`src/rtl/hex_pkg.sv`:
```
// Shared hex processor types plus the system-call codes, stack layout and controller states.
// Pure declarations: no logic, no latency, no flow control.
package hex_pkg;

    localparam int DATA_W  = 32;
    localparam int WADDR_W = 12;

    typedef logic [DATA_W-1:0]  data_t;
    typedef logic [WADDR_W-1:0] waddr_t;
    typedef logic [DATA_W-1:0]  syscall_t;

    localparam syscall_t SYS_EXIT  = syscall_t'(0);
    localparam syscall_t SYS_WRITE = syscall_t'(1);
    localparam syscall_t SYS_READ  = syscall_t'(2);

    // Word offsets from the stack pointer: result slot, then the two arguments
    localparam waddr_t SYS_RES_OFF  = waddr_t'(1);
    localparam waddr_t SYS_ARG0_OFF = waddr_t'(2);
    localparam waddr_t SYS_ARG1_OFF = waddr_t'(3);

    localparam data_t SYS_EOF = 32'hFFFF_FFFF;

    typedef enum logic [3:0] {
        SC_IDLE,
        SC_LD_SP,
        SC_LD_ARG0,
        SC_LD_ARG1,
        SC_WRITE,
        SC_READ,
        SC_ST_RES,
        SC_EXIT,
        SC_DONE
    } syscall_ctrl_state_t;

endpackage

```
`src/rtl/syscall_ctrl.sv`:
```
// Syscall sequencer and data-memory arbiter; stall is asserted combinationally in the SVC cycle.
// Latency: write byte offered 4 cycles after SVC, exit flag 3 cycles after; READ store 1 cycle after handshake.
// Backpressure: holds the output byte until i_out_ready; waits for i_in_valid only when SYSCALL_READ_EN is defined.
module syscall_ctrl
    import hex_pkg::*;
#(
    parameter int unsigned SP_ADDR = 1
) (
    input  logic     i_clk,
    input  logic     i_rst_n,
    input  logic     i_syscall_valid,
    input  syscall_t i_syscall,
    output logic     o_cpu_stall,
    input  logic     i_cpu_d_valid,
    input  logic     i_cpu_d_we,
    input  waddr_t   i_cpu_d_addr,
    input  data_t    i_cpu_d_data,
    output data_t    o_cpu_d_data,
    output logic     o_d_valid,
    output logic     o_d_we,
    output waddr_t   o_d_addr,
    output data_t    o_d_data,
    input  data_t    i_d_data,
    output logic     o_out_valid,
    output logic [7:0] o_out_data,
    output logic [7:0] o_out_stream,
    input  logic     i_out_ready,
    input  logic     i_in_valid,
    input  logic [7:0] i_in_data,
    output logic     o_in_ready,
    output logic     o_exit,
    output data_t    o_exit_code
);

    syscall_ctrl_state_t state, state_nxt;

    syscall_t   code_q;
    waddr_t     sp_q;
    data_t      arg0_q;
    logic [7:0] arg1_q;
    data_t      res_val;

    always_ff @(posedge i_clk or negedge i_rst_n) begin
        if (!i_rst_n) begin
            state <= SC_IDLE;
        end else begin
            state <= state_nxt;
        end
    end

    always_ff @(posedge i_clk or negedge i_rst_n) begin
        if (!i_rst_n) begin
            code_q <= '0;
            sp_q   <= '0;
            arg0_q <= '0;
            arg1_q <= '0;
        end else begin
            if (state == SC_IDLE && i_syscall_valid) code_q <= i_syscall;
            if (state == SC_LD_SP)   sp_q   <= i_d_data[WADDR_W-1:0];
            if (state == SC_LD_ARG0) arg0_q <= i_d_data;
            if (state == SC_LD_ARG1) arg1_q <= i_d_data[7:0];
        end
    end

`ifdef SYSCALL_READ_EN
    data_t res_q;

    always_ff @(posedge i_clk or negedge i_rst_n) begin
        if (!i_rst_n) begin
            res_q <= '0;
        end else if (state == SC_READ && i_in_valid) begin
            res_q <= {24'b0, i_in_data};
        end
    end

    assign res_val = res_q;
`else
    // No host input path: every read reports end-of-file
    logic unused_in;
    assign unused_in = ^{i_in_valid, i_in_data};
    assign res_val   = SYS_EOF;
`endif

    always_comb begin
        state_nxt = state;
        case (state)
            SC_IDLE:    if (i_syscall_valid) state_nxt = SC_LD_SP;
            SC_LD_SP: begin
                if (code_q == SYS_EXIT || code_q == SYS_WRITE) begin
                    state_nxt = SC_LD_ARG0;
                end else if (code_q == SYS_READ) begin
`ifdef SYSCALL_READ_EN
                    state_nxt = SC_READ;
`else
                    state_nxt = SC_ST_RES;
`endif
                end else begin
                    state_nxt = SC_DONE;
                end
            end
            SC_LD_ARG0: state_nxt = (code_q == SYS_WRITE) ? SC_LD_ARG1 : SC_EXIT;
            SC_LD_ARG1: state_nxt = SC_WRITE;
            SC_WRITE:   if (i_out_ready) state_nxt = SC_DONE;
`ifdef SYSCALL_READ_EN
            SC_READ:    if (i_in_valid) state_nxt = SC_ST_RES;
`endif
            SC_ST_RES:  state_nxt = SC_DONE;
            SC_EXIT:    state_nxt = SC_EXIT;
            SC_DONE:    state_nxt = SC_IDLE;
            default:    state_nxt = SC_IDLE;
        endcase
    end

    assign o_cpu_d_data = i_d_data;

    always_comb begin
        o_cpu_stall  = 1'b1;
        o_d_valid    = 1'b0;
        o_d_we       = 1'b0;
        o_d_addr     = '0;
        o_d_data     = '0;
        o_out_valid  = 1'b0;
        o_out_data   = '0;
        o_out_stream = '0;
        o_in_ready   = 1'b0;
        o_exit       = 1'b0;
        o_exit_code  = '0;
        case (state)
            SC_IDLE: begin
                // SVC itself makes no memory access, so passthrough stays safe while stalling
                o_cpu_stall = i_syscall_valid;
                o_d_valid   = i_cpu_d_valid;
                o_d_we      = i_cpu_d_we;
                o_d_addr    = i_cpu_d_addr;
                o_d_data    = i_cpu_d_data;
            end
            SC_LD_SP: begin
                o_d_valid = 1'b1;
                o_d_addr  = waddr_t'(SP_ADDR);
            end
            SC_LD_ARG0: begin
                o_d_valid = 1'b1;
                o_d_addr  = sp_q + SYS_ARG0_OFF;
            end
            SC_LD_ARG1: begin
                o_d_valid = 1'b1;
                o_d_addr  = sp_q + SYS_ARG1_OFF;
            end
            SC_WRITE: begin
                o_out_valid  = 1'b1;
                o_out_data   = arg0_q[7:0];
                o_out_stream = arg1_q;
            end
`ifdef SYSCALL_READ_EN
            SC_READ:  o_in_ready = 1'b1;
`endif
            SC_ST_RES: begin
                o_d_valid = 1'b1;
                o_d_we    = 1'b1;
                o_d_addr  = sp_q + SYS_RES_OFF;
                o_d_data  = res_val;
            end
            SC_EXIT: begin
                o_exit      = 1'b1;
                o_exit_code = arg0_q;
            end
            SC_DONE:  o_cpu_stall = 1'b0;
            default:  o_cpu_stall = 1'b0;
        endcase
    end

endmodule

```
`config.mk`:
```
export PLATFORM = sky130hd
export DESIGN_NAME = syscall_ctrl
export DESIGN_NICKNAME = d
export VERILOG_FILES = /design/src/rtl/hex_pkg.sv /design/src/rtl/syscall_ctrl.sv
export SDC_FILE = /design/constraint.sdc
export NUM_CORES = 1
export LEC_CHECK = 0
export ABC_CLOCK_PERIOD_IN_PS = 3400
export CORE_MARGIN = 1.5
export CORE_UTILIZATION = 37
export CTS_CLUSTER_DIAMETER = 40
export DETAILED_ROUTE_END_ITERATION = 12
export PLACE_DENSITY_LB_ADDON = 0.3
export SLEW_MARGIN = 20
export SYNTH_ARGS = -nofsm -noshare
export SYNTH_HDL_FRONTEND = slang
export SYNTH_SLANG_ARGS = --single-unit
```
`constraint.sdc`:
```
create_clock -name i_clk -period 3.4 [get_ports i_clk]
set_input_delay 1.02 -clock i_clk [delete_from_list [all_inputs] [get_ports i_clk]]
set_output_delay 1.02 -clock i_clk [all_outputs]
set_load 0.05 [all_outputs]
```
==> reports/metrics.cfg <==
[run_status]
status = complete, no violations

[critical_path]
end_kind = output pin
slowest_delay_ps = 410
worstPathCellList = nand2b_4 > nor2_4 > fa_2 > nand3b_1 > or3_4 > a21oi_2 > a221o_1 > buf_12
path_buf_inv = 1
critPathLaunch = state[2]$_DFFE_PN0P_
cp-endpoint = o_d_addr[8]
path_class = flop to output pin
r2r-start = state[2]$_DFFE_PN0P_
r2r_slack_ps = 1270
r2r-end = code_q[16]$_DFFE_PN0P_
r2r_cells = 4
cp_max_fo = 5
start_kind = flop
cp_slowest_cell = dfrtp_1
path_depth = 8
arrival_ps = 2360
critical_path.top_delay_family = simple AND/OR/NAND/NOR gates
required_ps = 2380

[place]
dp_hpwl_um = 12200
gp_congestion = 0.834
port_buffers = 242

[timing]
fmax_ghz = 0.296
max_slew_margin_pct = 49.1
min_period_over_period_pct = 99.5
fin_crit_ps = 3380
final-setup-viol-count = 0
finClkSkew_ps = 3.77
rsz0062_at_grt = yes
hold_viol = 0
slew_violations = 0
worst_pin_slew_ps = 760

[clocking]
cts_made_buffers = 9
cts_sinks = 88
clockBufferDepth = 2
clkTransAtPathRegs_ps = 60
htreeDepth = 3
clock_latency_ps = 330
cts_root_buf = clkbuf_16
cts_tree = done

[worst_hold_path]
hp-class = flop to flop

[floorplanning]
core_mm2 = 0.0132
rows = 42
dieHeight_um = 119
ioPinCount = 253
dieArea_mm2 = 0.0141
start_util_pct = 37.6
die_w_um = 119

[drt]
drc = 0
ant_nets = 0
vias = 4805
first_iter_violations = 204
wire_per_inst_um = 16.4
totalWireLength_um = 15700
via_per_inst = 5.02
dr.pass1.iters = 5

[power]
power_w = 0.00387
power.density_mw_per_mm2 = 424
power_leakage_nw = 4.01
peakVddDrop_uv = 272

[grt]
grt_usage_pct = 22.6
antenna_found_initial = 0
grt_start_max_net_pins = 55
grt_pass1_wl_um = 25400
first_global_vias = 4949
overflow = 0

[synth]
syn-num-nets = 696
synth_ff_type = dfrtp_1
ys_types = 53
syn_avg_cell_area_um2 = 8.71
synth_edf_count = 0
synthArstFlopShare_pct = 100
ys_warn_count = 0
synth-seq-cells = 88
mappedNetlistArea_mm2 = 0.00497
seq_area_frac_synth_pct = 44.3
synthCells = 570

[final_layout]
fin_util_pct = 69.1
diodes = 0
nets = 903
area_growth_pct = 83.6
drive_gt1_share_pct = 25.7

[job]
drv_cap = 0

==> report_power, final <==
group | switching, W | total (W) | leakage [nW] | internal (W)
combinational | 0.000745 | 0.00143 | 2.88 | 0.000688
sequential | 0.000133 | 0.00132 | 0.967 | 0.00119
clock | 0.000393 | 0.00111 | 0.162 | 0.000715
total | 0.00127 | 0.00387 | 4.01 | 0.00260
==> per-layer routing <==
layer,global-route usage [%],part of all wire (%),routed length (µm)
met1,26.5,39,6080
met3,5.84,7.1,1110
met5,0,0,0
met4,7.38,1.7,272
met2,40.4,52,8220
==> cell usage after synthesis (5+ instances only) <==
| cell type | count | area [µm²] |
|---|---|---|
| inv_1 | 5 | 18.8 |
| mux2_2 | 10 | 113 |
| nor2_1 | 12 | 45.0 |
| o21ai_0 | 13 | 65.1 |
| a21oi_1 | 6 | 30.0 |
| and2_1 | 48 | 300 |
| nor3_1 | 6 | 30.0 |
| buf_4 | 33 | 248 |
| xnor2_1 | 11 | 96.3 |
| clkbuf_1 | 23 | 86.3 |
| nor4_1 | 13 | 81.3 |
| nand2_1 | 198 | 743 |
| mux2_1 | 30 | 338 |
| buf_2 | 11 | 55.1 |
| dfrtp_1 | 88 | 2200 |
==> placed cells by master, fill, tap and decap left out, types with 3 or more instances in the layout <==
cell and count:
a21oi_1 4, a22oi_1 4, and2_1 48, buf_12 129, buf_4 23, bufinv_16 3, clkbuf_16 9, clkdlybuf4s50_1 112
clkinv_2 3, dfrtp_1 88, inv_1 5, mux2_1 30, mux2_2 10, nand2_1 198, nand3_1 4, nand4_1 3
nor2_1 10, nor3_1 6, nor4_1 10, nor4_2 3, o211ai_1 3, o21ai_0 9, o21ai_1 3, xnor2_1 11
xor2_1 3
==> how the worst min path moves through the flow <==
stage	slack, ps	end	start	cells past startpoint
floorplan	440	arg0_q[10]$_DFFE_PN0P_	arg0_q[10]$_DFFE_PN0P_	2
global placement	450	arg0_q[13]$_DFFE_PN0P_	arg0_q[13]$_DFFE_PN0P_	2
detailed placement	450	arg0_q[15]$_DFFE_PN0P_	arg0_q[15]$_DFFE_PN0P_	2
CTS	470	arg0_q[22]$_DFFE_PN0P_	arg0_q[22]$_DFFE_PN0P_	2
global route	490	arg0_q[12]$_DFFE_PN0P_	arg0_q[12]$_DFFE_PN0P_	2
finish	470	arg0_q[22]$_DFFE_PN0P_	arg0_q[22]$_DFFE_PN0P_	2
==> sequential cells by signal (all words and copies together) (netlist names) <==
| signal | cells |
|---|---|
| arg0_q | 32 |
| code_q | 32 |
| sp_q | 12 |
| arg1_q | 8 |
| state | 4 |
==> timing repair <==
item,CTS,global route
hold buffers,0,0
endpoints found under the setup margin,3,5
buffers inserted,4,2
pin swaps,3,4
gates resized for setup,2,5
==> kinds of logic after synthesis <==
kind of cell / count (synthesis) / synth area share [%]
AOI/OAI and AO/OA: 44 / 6.05
muxes: 41 / 9.27
xor gates and xnor gates: 14 / 2.47
buffers and inverters: 74 / 8.36
other: 1 / 0.0755
DFF: 88 / 44.3
and+or+nand+nor: 305 / 28.5
adders and majority gates: 3 / 0.907
==> worst min-delay path, stage by stage, from the launching register on <==
cell and delay (ps):
dfrtp_1 340, nand2_1 50, nand2_1 50
==> area by class of cell <==
cell class | count | area, µm²
Clock buffer | 10 | 229
Clock inverter | 6 | 108
Fill cell | 973 | 4070
Inverter | 6 | 23.8
Multi-Input combinational cell | 408 | 2460
Sequential cell | 88 | 2200
Tap cell | 176 | 220
Timing Repair Buffer | 264 | 3880
==> metrics by stage <==
stage	setup WS (ps)	TNS, ps	std cells	hold WS (ps)	area [µm²]
floorplan	-94.5	-254	570	437	5060
global placement	104	0	936	450	8710
detailed placement	84.0	0	936	455	8710
CTS	-8.97	-8.97	956	470	9090
global route	-74.6	-183	958	490	9120
finish	16.5	0	958	467	9120
(Power assumes the default switching activity.)
